**src/rtl/pc_seq_pkg.sv**
```systemverilog
// Shared constants, state encoding and small PC helpers for the fetch-stage PC sequencer.
package pc_seq_pkg;

    localparam logic [31:0] DEF_RESET_PC = 32'h0000_3000;
    localparam logic [31:0] DEF_EXC_VEC  = 32'h0000_4180;

    typedef enum logic [1:0] {
        PCS_BOOT  = 2'd0,
        PCS_FETCH = 2'd1,
        PCS_WAIT  = 2'd2
    } pcs_state_e;

    typedef enum logic [2:0] {
        SEL_EXC  = 3'd0,
        SEL_ERET = 3'd1,
        SEL_BR   = 3'd2,
        SEL_PEND = 3'd3,
        SEL_HOLD = 3'd4,
        SEL_SEQ  = 3'd5
    } pc_sel_e;

    function automatic logic [31:0] pc_plus4(input logic [31:0] pc);
        return pc + 32'd4;
    endfunction

    function automatic logic pc_misaligned(input logic [31:0] pc);
        return (pc[1:0] != 2'b00);
    endfunction

endpackage

```
**src/rtl/pc_seq_next_mux.sv**
```systemverilog
// Combinational next-PC priority select: exception, eret, branch, pending redirect, hold, sequential.
import pc_seq_pkg::*;

module pc_next_mux #(
    parameter logic [31:0] EXC_VEC = DEF_EXC_VEC
) (
    input  logic        exc_req,
    input  logic        eret,
    input  logic        br_acc,
    input  logic        pend_v,
    input  logic        stall,
    input  logic [31:0] pc,
    input  logic [31:0] npc,
    input  logic [31:0] epc,
    input  logic [31:0] pend_pc,
    output logic [31:0] pc_nxt
);

    pc_sel_e sel_s;

    // Priority decode of the next-PC source
    always_comb begin
        sel_s = SEL_SEQ;
        if (exc_req) begin
            sel_s = SEL_EXC;
        end else if (eret) begin
            sel_s = SEL_ERET;
        end else if (br_acc) begin
            sel_s = SEL_BR;
        end else if (pend_v) begin
            sel_s = SEL_PEND;
        end else if (stall) begin
            sel_s = SEL_HOLD;
        end else begin
            sel_s = SEL_SEQ;
        end
    end

    // Source select onto the next-PC bus
    always_comb begin
        pc_nxt = pc;
        case (sel_s)
            SEL_EXC:  pc_nxt = EXC_VEC;
            SEL_ERET: pc_nxt = epc;
            SEL_BR:   pc_nxt = npc;
            SEL_PEND: pc_nxt = pend_pc;
            SEL_HOLD: pc_nxt = pc;
            SEL_SEQ:  pc_nxt = pc_plus4(pc);
            default:  pc_nxt = pc;
        endcase
    end

endmodule

```
**src/rtl/pc_seq.sv**
```systemverilog
// Fetch-stage PC sequencer: F-stage PC register, imem req/rdy handshake, one buffered redirect.
// Optional fetch alignment check enabled by defining PC_ALIGN_CHK_EN.
import pc_seq_pkg::*;

module pc_seq #(
    parameter logic [31:0] RESET_PC = DEF_RESET_PC,
    parameter logic [31:0] EXC_VEC  = DEF_EXC_VEC
) (
    input  logic        clk,
    input  logic        reset,
    input  logic        stall,
    input  logic        br_taken,
    input  logic [31:0] npc,
    input  logic        exc_req,
    input  logic        eret,
    input  logic [31:0] epc,
    output logic        imem_req,
    input  logic        imem_rdy,
    output logic [31:0] pc_F,
    output logic [31:0] pc4_F,
    output logic        fetch_busy,
    output logic        adel_F
);

    pcs_state_e  state_r, state_nxt_s;
    logic [31:0] pc_r, pc_d_s, mux_pc_s;
    logic        pend_v_r, pend_v_d_s;
    logic [31:0] pend_pc_r, pend_pc_d_s;
    logic        imem_req_r, req_d_s, fetch_busy_r;
    logic        non_boot_s, br_acc_s, event_s, advance_s;

    assign non_boot_s = (state_r != PCS_BOOT);
    assign br_acc_s   = br_taken & ~stall;
    assign event_s    = non_boot_s & (exc_req | eret);
    // eret and exceptions redirect regardless of the handshake; otherwise PC moves only on an accepted fetch
    assign advance_s  = event_s | (non_boot_s & imem_req_r & imem_rdy);

    pc_next_mux #(.EXC_VEC(EXC_VEC)) u_next_mux (
        .exc_req (exc_req),
        .eret    (eret),
        .br_acc  (br_acc_s),
        .pend_v  (pend_v_r),
        .stall   (stall),
        .pc      (pc_r),
        .npc     (npc),
        .epc     (epc),
        .pend_pc (pend_pc_r),
        .pc_nxt  (mux_pc_s)
    );

    // Next state, next PC and pending-redirect update
    always_comb begin
        state_nxt_s = state_r;
        pc_d_s      = pc_r;
        pend_v_d_s  = pend_v_r;
        pend_pc_d_s = pend_pc_r;

        case (state_r)
            PCS_BOOT:  state_nxt_s = PCS_FETCH;
            PCS_FETCH: begin
                if (event_s) begin
                    state_nxt_s = PCS_FETCH;
                end else if (imem_req_r & ~imem_rdy) begin
                    state_nxt_s = PCS_WAIT;
                end else begin
                    state_nxt_s = PCS_FETCH;
                end
            end
            PCS_WAIT: begin
                if (event_s | imem_rdy) begin
                    state_nxt_s = PCS_FETCH;
                end else begin
                    state_nxt_s = PCS_WAIT;
                end
            end
            default:   state_nxt_s = PCS_BOOT;
        endcase

        if (advance_s) begin
            pc_d_s = mux_pc_s;
        end else begin
            pc_d_s = pc_r;
        end

        // A redirect that cannot be applied this cycle is parked; a later one overwrites it
        if (advance_s) begin
            pend_v_d_s = 1'b0;
        end else if (non_boot_s & br_acc_s) begin
            pend_v_d_s  = 1'b1;
            pend_pc_d_s = npc;
        end else begin
            pend_v_d_s  = pend_v_r;
            pend_pc_d_s = pend_pc_r;
        end
    end

`ifdef PC_ALIGN_CHK_EN
    logic adel_r;

    // Request output, suppressed while the presented PC is misaligned
    always_comb begin
        if (state_nxt_s == PCS_BOOT) begin
            req_d_s = 1'b0;
        end else begin
            req_d_s = ~pc_misaligned(pc_d_s);
        end
    end

    // Alignment flag tracks the PC being loaded
    always_ff @(posedge clk) begin
        if (reset) begin
            adel_r <= 1'b0;
        end else begin
            adel_r <= pc_misaligned(pc_d_s);
        end
    end

    assign adel_F = adel_r;
`else
    // Request output follows the next state
    always_comb begin
        if (state_nxt_s == PCS_BOOT) begin
            req_d_s = 1'b0;
        end else begin
            req_d_s = 1'b1;
        end
    end

    assign adel_F = 1'b0;
`endif

    // State, PC, pending redirect and registered handshake outputs
    always_ff @(posedge clk) begin
        if (reset) begin
            state_r      <= PCS_BOOT;
            pc_r         <= RESET_PC;
            pend_v_r     <= 1'b0;
            pend_pc_r    <= 32'h0000_0000;
            imem_req_r   <= 1'b0;
            fetch_busy_r <= 1'b1;
        end else begin
            state_r      <= state_nxt_s;
            pc_r         <= pc_d_s;
            pend_v_r     <= pend_v_d_s;
            pend_pc_r    <= pend_pc_d_s;
            imem_req_r   <= req_d_s;
            fetch_busy_r <= (state_nxt_s == PCS_BOOT) | (state_nxt_s == PCS_WAIT);
        end
    end

    assign pc_F       = pc_r;
    assign pc4_F      = pc_plus4(pc_r);
    assign imem_req   = imem_req_r;
    assign fetch_busy = fetch_busy_r;

endmodule

```
**config.mk**
```make
export PLATFORM = sky130hd
export DESIGN_NAME = pc_seq
export DESIGN_NICKNAME = d
export VERILOG_FILES = /design/src/rtl/pc_seq_pkg.sv /design/src/rtl/pc_seq_next_mux.sv /design/src/rtl/pc_seq.sv
export SDC_FILE = /design/constraint.sdc
export NUM_CORES = 1
export LEC_CHECK = 0
export BUFFER_PORTS_ARGS = -buffer_cell sky130_fd_sc_hd__buf_4
export CAP_MARGIN = 20
export CELL_PAD_IN_SITES_DETAIL_PLACEMENT = 0
export CELL_PAD_IN_SITES_GLOBAL_PLACEMENT = 1
export CORE_UTILIZATION = 36
export CTS_CLUSTER_DIAMETER = 30
export CTS_CLUSTER_SIZE = 40
export DETAILED_ROUTE_END_ITERATION = 7
export HOLD_SLACK_MARGIN = 0.15
export PLACE_DENSITY_LB_ADDON = 0.05
export SYNTH_ARGS = -nofsm -noshare
export SYNTH_HDL_FRONTEND = slang
export SYNTH_SLANG_ARGS = --single-unit
```
**constraint.sdc**
```tcl
create_clock -name clk -period 2.4 [get_ports clk]
set_input_delay 0.48 -clock clk [delete_from_list [all_inputs] [get_ports clk]]
set_output_delay 0.48 -clock clk [all_outputs]
set_load 0.1 [all_outputs]
```
Word-level counts from Yosys, hierarchy flattened
Index checks and enable logic that the tools add are counted.
W data, S select, Z words.
{ "totals": {"mem_bits_rw": 0, "latch_bits": 0, "wordCells": 46, "rom_bits": 0, "register_bits": 69, "mem_count": 0} }
{ "classes": {"n_div": 0, "n_bitwise": 13, "eq_ne": 7, "add_sub_neg": 1, "n_reduce_logical": 8, "shifts": 0, "n_mux": 11, "multipliers": 0, "n_lt_le_gt_ge": 0} }
{ "ops": {"columns": ["op", "count"], "rows": [
  ["$pmux W32 S5", 1],
  ["$add A32 B3 Y32 const B", 1],
  ["$mux W3", 4],
  ["$and A1 B1 Y1", 6],
  ["$eq A3 B2 Y1 const B", 2],
  ["$mux W2", 3],
  ["$pmux W2 S3", 1],
  ["$reduce_bool A5 Y1", 1],
  ["$eq A2 B2 Y1 const B", 2],
  ["$logic_not A2 Y1", 2],
  ["$or A1 B1 Y1", 4],
  ["$reduce_and A2 Y1", 2],
  ["$eq A3 B1 Y1 const B", 1],
  ["$eq A3 B3 Y1 const B", 1],
  ["$logic_not A3 Y1", 1],
  ["$not A1 Y1", 3],
  ["$eq A2 B1 Y1 const B", 1],
  ["$mux W1", 2],
  ["$reduce_bool A2 Y1", 1],
  ["$reduce_or A2 Y1", 1]
]} }

Longest topological paths before layout
{ "logic_depth": {"depth_word": 8, "mapped_depth": 8} }

Hierarchy
A second synthesis with hierarchy kept.
{ "unflattened": {"cells_unflattened": 607, "hier_area_um2": 4411.7} }
{ "modules_own_cells": {"columns": ["mod", "area_per_inst_um2", "n_inst", "cells_each", "seq_area_each_um2"], "rows": [
  ["pc_seq", 2975.4, 1, 383, 1381.3],
  ["pc_next_mux", 1436.4, 1, 224, 0.0]
]} }

Worst setup path before layout
No wires, ideal clock.
{ "synth_path": {"path_type": "register to output", "startpoint": "register pc_r[9] (netlist: pc_F[9])", "endpoint": "output port pc4_F[28]", "n_path_buf": 0, "required_time_ns": 1.920, "arrival_time_ns": 3.698, "slack_ns": -1.778, "path_stages_with_launch": 5, "cell_sequence": "dfxtp_1 > nand4_4 > nor4_4 > nand4_1 > xnor2_1"} }
{ "synth_via": {"elab_chain_cells": 1} }
{ "synth_lines": {"columns": ["element", "line", "source"], "rows": [
  ["from (decl)", "pc_seq.sv:26", "logic [31:0] pc_r, pc_d_s, mux_pc_s;"],
  ["from (signal assigned)", "pc_seq.sv:143", "pc_r <= pc_d_s;"],
  ["$add A32 B3 Y32", "pc_seq_pkg.sv:23", "return pc + 32'd4;"],
  ["to (decl)", "pc_seq.sv:20", "output logic [31:0] pc4_F,"]
]} }
No other way between the ends.

Worst setup path in the final report
{ "layout_path": {"startpoint": "register pc_r[5] (netlist: pc_F[5])", "endpoint": "output port pc4_F[26]"} }
Same word-level chain as after synthesis.

==> summary.md <==
| Metric | Value |
|---|---|
| Post-Place Cell Area | `6090 um2` |
| Max_cap viols | `0` |
| Endpoints failing setup | `9` |
| Area growth syn-to-layout | `74.1%` |
| Overflow after GRT | `0` |
| Post-synthesis adder-cell area fraction | `0.00309` |
| Crit start category | `flop` |
| Post-synthesis cell count | `approximately 530` |
| Root Buffer | `clkbuf_8` |
| Vias in the first global route | `4599` |
| Final Cell Area | `approximately 7000 um2` |
| RePlAce Congestion | `between 0.8 and 0.9` |
| Xor/xnor share of the synthesized area | `0.0606` |
| Antenna violations before repair | `0` |
| Worst Path Max Fanout | `6` |
| # nets final | `789` |
| # rows | `38` |
| Max Clock Skew | `between 0.009 and 0.01 ns` |
| Distinct cells, synth | `53` |
| Syn_nets | `597` |
| Least-Margin Pin Slew | `0.747 ns` |
| Layout cells sized above 1 | `0.457` |
| Min Tclk post-route | `between 2 and 2.5 ns` |
| Most frequently used flop master after synthesis | `dfxtp_1` |
| Total CTS buffers | `9` |
| Vias per cell | `5.67` |
| Global-route wire length before repair | `24200 um` |
| Fin util | `0.647` |
| Clock Pin Slew Worst Setup and Hold Paths | `0.08 ns` |
| Synth Area per Inst | `7.70 um2` |
| Compound-cell area share of the yosys netlist | `0.284` |
| Top Ports | `about 140` |
| Number of enable flip-flop cells after synthesis | `0` |
| Crit share post-route | `1.03` |
| Worst slack, placed | `approximately 0.043 ns` |
| Fill cells | `921` |
| Initial Util | `0.371` |
| Share of async-settable or async-resettable flops after synthesis | `0` |
| Dpl cells | `808` |
| Maximum vdd drop | `0.286 mV` |
| Pwr Density | `420 nW/um2` |
| Final WL | `15800 um` |
| Seq cells post-synth | `around 70` |
| Antenna fix cells | `0` |
| Die width | `108 um` |
| WS Path Type | `reg2out` |
| Hold Crit Start | `npc[23]` |
| GRT Overall Usage | `0.275` |
| Critical Path RT | `1.92 ns` |
| Worst hold path type | `in2reg` |
| Clock latency on the worst-skew pair | `between 0.3 and 0.4 ns` |
| DR pass1 iterations | `5` |
| Post-Syn Area | `4040 um2` |
| Leakage | `2.90 nW` |
| Post-synthesis mux area share | `0` |
| Outcome | `finished with violations` |
| Max Buffers Root-to-Sink | `2` |
| DRT iter0 DRCs | `approximately 270` |
| Final Hold Fails | `0` |
| RSZ-0062 raised after global routing | `yes` |
| Core area | `10900 um2` |
| Largest net degree at the start of global routing | `44` |
| H-tree depth | `3` |
| Crit end category | `primary output` |
| Fmax | `~0.40 GHz` |
| Final cell count without fillers | `~860` |
| Clock Sinks | `69` |
| Worst r2r src | `pend_v_r$_SDFFE_PP0P_` |
| I/O Buffers | `136` |
| Synthesis warning total | `0` |
| Via Count | `approximately 4.9k` |
| Largest family of logic cells by synthesized area | `compound AO/OA/AOI/OAI gates` |
| Post-synthesis sequential area ratio | `0.342` |
| Simple-gate area share of the yosys netlist | `0.251` |
| CTS tree | `done` |
| DRC violations left | `0` |
| Slew headroom | `0.489` |
| Die area | `11700 um2` |
| CP arrival | `2.00 ns` |
| HPWL after detailed placement | `between 10000 and 15000 um` |
| DRT antenna net count | `0` |
| Die height | `108 um` |
| Failing checks | `negative setup slack` |
| Crit path from | `pc_F[5]$_SDFFE_PP0P_` |
| Hold Slack | `0.380 ns` |
| Slew Limit Fails | `0` |
| DR WL/cell | `18.3 um` |
| Setup ws final | `-0.0819 ns` |
worst max-delay path, cell delays in order (launching register included):
cell and delay (ns):
dfxtp_4 0.38, nand3_4 0.12, nor4_4 0.27, buf_4 0.19, nand4_1 0.24, xnor2_4 0.25
buf_12 0.19
stage by stage:
stage	setup TNS [ns]	power (mW)
after floorplan	-4.01	1.65
after global placement	0	1.88
after detailed placement	0	1.89
after CTS	-0.189	2.96
after global routing	-1.48	3.08
final	-0.431	2.96
where the power goes:
group          internal [mW]  switching, mW  leakage, nW
clock                  0.561          0.487        0.118
sequential              1.15         0.0339        0.580
combinational          0.265          0.464         2.20
total                   1.97          0.985         2.90
Yosys cell counts, types with 2 or more instances:
master	number	area share
a22o_1	16	0.035
and4_1	3	0.0065
nor2_1	20	0.019
o31a_1	7	0.015
o21ai_0	10	0.012
nand3_1	17	0.021
a21oi_1	59	0.073
buf_4	3	0.0056
a211o_1	2	0.0043
nor4_1	5	0.0077
and2_0	2	0.0031
nand2_1	94	0.087
nor3_1	11	0.014
nand4_1	17	0.026
a211oi_1	4	0.0074
nand3_2	3	0.0074
and2_1	5	0.0077
buf_2	7	0.0087
xor2_1	8	0.017
o2bb2ai_1	4	0.0087
a222oi_1	2	0.0050
nor4_4	2	0.011
a221o_1	6	0.015
and3_1	6	0.0093
o32ai_1	2	0.0043
nor2b_1	4	0.0062
dfxtp_1	69	0.34
inv_1	16	0.015
or4_1	2	0.0037
clkbuf_1	29	0.027
buf_1	3	0.0028
or3_1	2	0.0031
a2111oi_0	3	0.0065
xnor2_1	20	0.043
o22ai_1	9	0.014
a22oi_1	19	0.035
a21o_1	5	0.0093
a221oi_1	8	0.017
o31ai_1	5	0.0093
nand2b_1	3	0.0046
final cells by class:
cell class	count	area, um2	share of cell area
multi-input combinational	398	3090	0.439
timing repair buffer	223	2000	0.284
sequential	69	1490	0.211
clock buffer	12	199	0.0283
tap	140	175	0.0249
inverter	16	60.1	0.00853
clock inverter	4	23.8	0.00338
worst paths after layout:
kind                                end  slack [ns]  depth (start not counted)
min reg2reg   pend_pc_r[6]$_SDFFE_PP0P_        0.46                          2
max reg2reg       pc_F[31]$_SDFFE_PP0P_        0.27                          6
min          pend_pc_r[23]$_SDFFE_PP0P_        0.38                          3
max                           pc4_F[26]       -0.08                          6
state kept, by name, summed over array words and instances (netlist names):
register,count
pc_F,32
pend_pc_r,32
state_r,2
fetch_busy,1
imem_req,1
pend_v_r,1
cell usage in the layout, fill, tap and decap left out, types with 4 or more instances in the layout:
cell,synthesis,layout
a211oi_1,4,4
a21o_1,5,5
a21oi_1,59,59
a221o_1,6,6
a221oi_1,8,8
a22o_1,16,16
a22oi_1,19,19
and2_1,5,4
and3_1,6,5
buf_12,0,19
buf_4,3,182
buf_6,0,18
clkbuf_8,0,9
dfxtp_1,69,39
dfxtp_4,0,28
inv_1,16,16
nand2_1,94,92
nand3_1,17,13
nand3_4,0,5
nand4_1,17,17
nor2_1,20,17
nor2b_1,4,4
nor3_1,11,9
nor4_4,2,6
o21ai_0,10,10
o22ai_1,9,9
o2bb2ai_1,4,4
o31a_1,7,7
o31ai_1,5,5
xnor2_2,0,4
xnor2_4,0,16
xor2_4,0,7
cells by family after synthesis:
logic type | Yosys count
adders and majority gates | 1
xor gates and xnor gates | 28
buffers and inverters | 58
DFF | 69
and+or+nand+nor | 201
AOI/OAI and AO/OA | 167
other | 1
timing repair:
item | in CTS | in global routing
pin swaps | 25 | 14
endpoints found under the setup margin | 21 | 23
hold buffers | 0 | 0
gates cloned | 0 | 1
resized for setup | 73 | 27
buffers inserted | 33 | 3
metal layers:
layer | global-route usage | part of all wire | vias to the layer above
li1 | - | - | 2311
met1 | 0.380 | 0.43 | 2329
met2 | 0.438 | 0.47 | 229
met3 | 0.0344 | 0.072 | 22
met4 | 0.0978 | 0.019 | 0
met5 | 0 | 0 | -
Power figures use the tool's default switching activity.
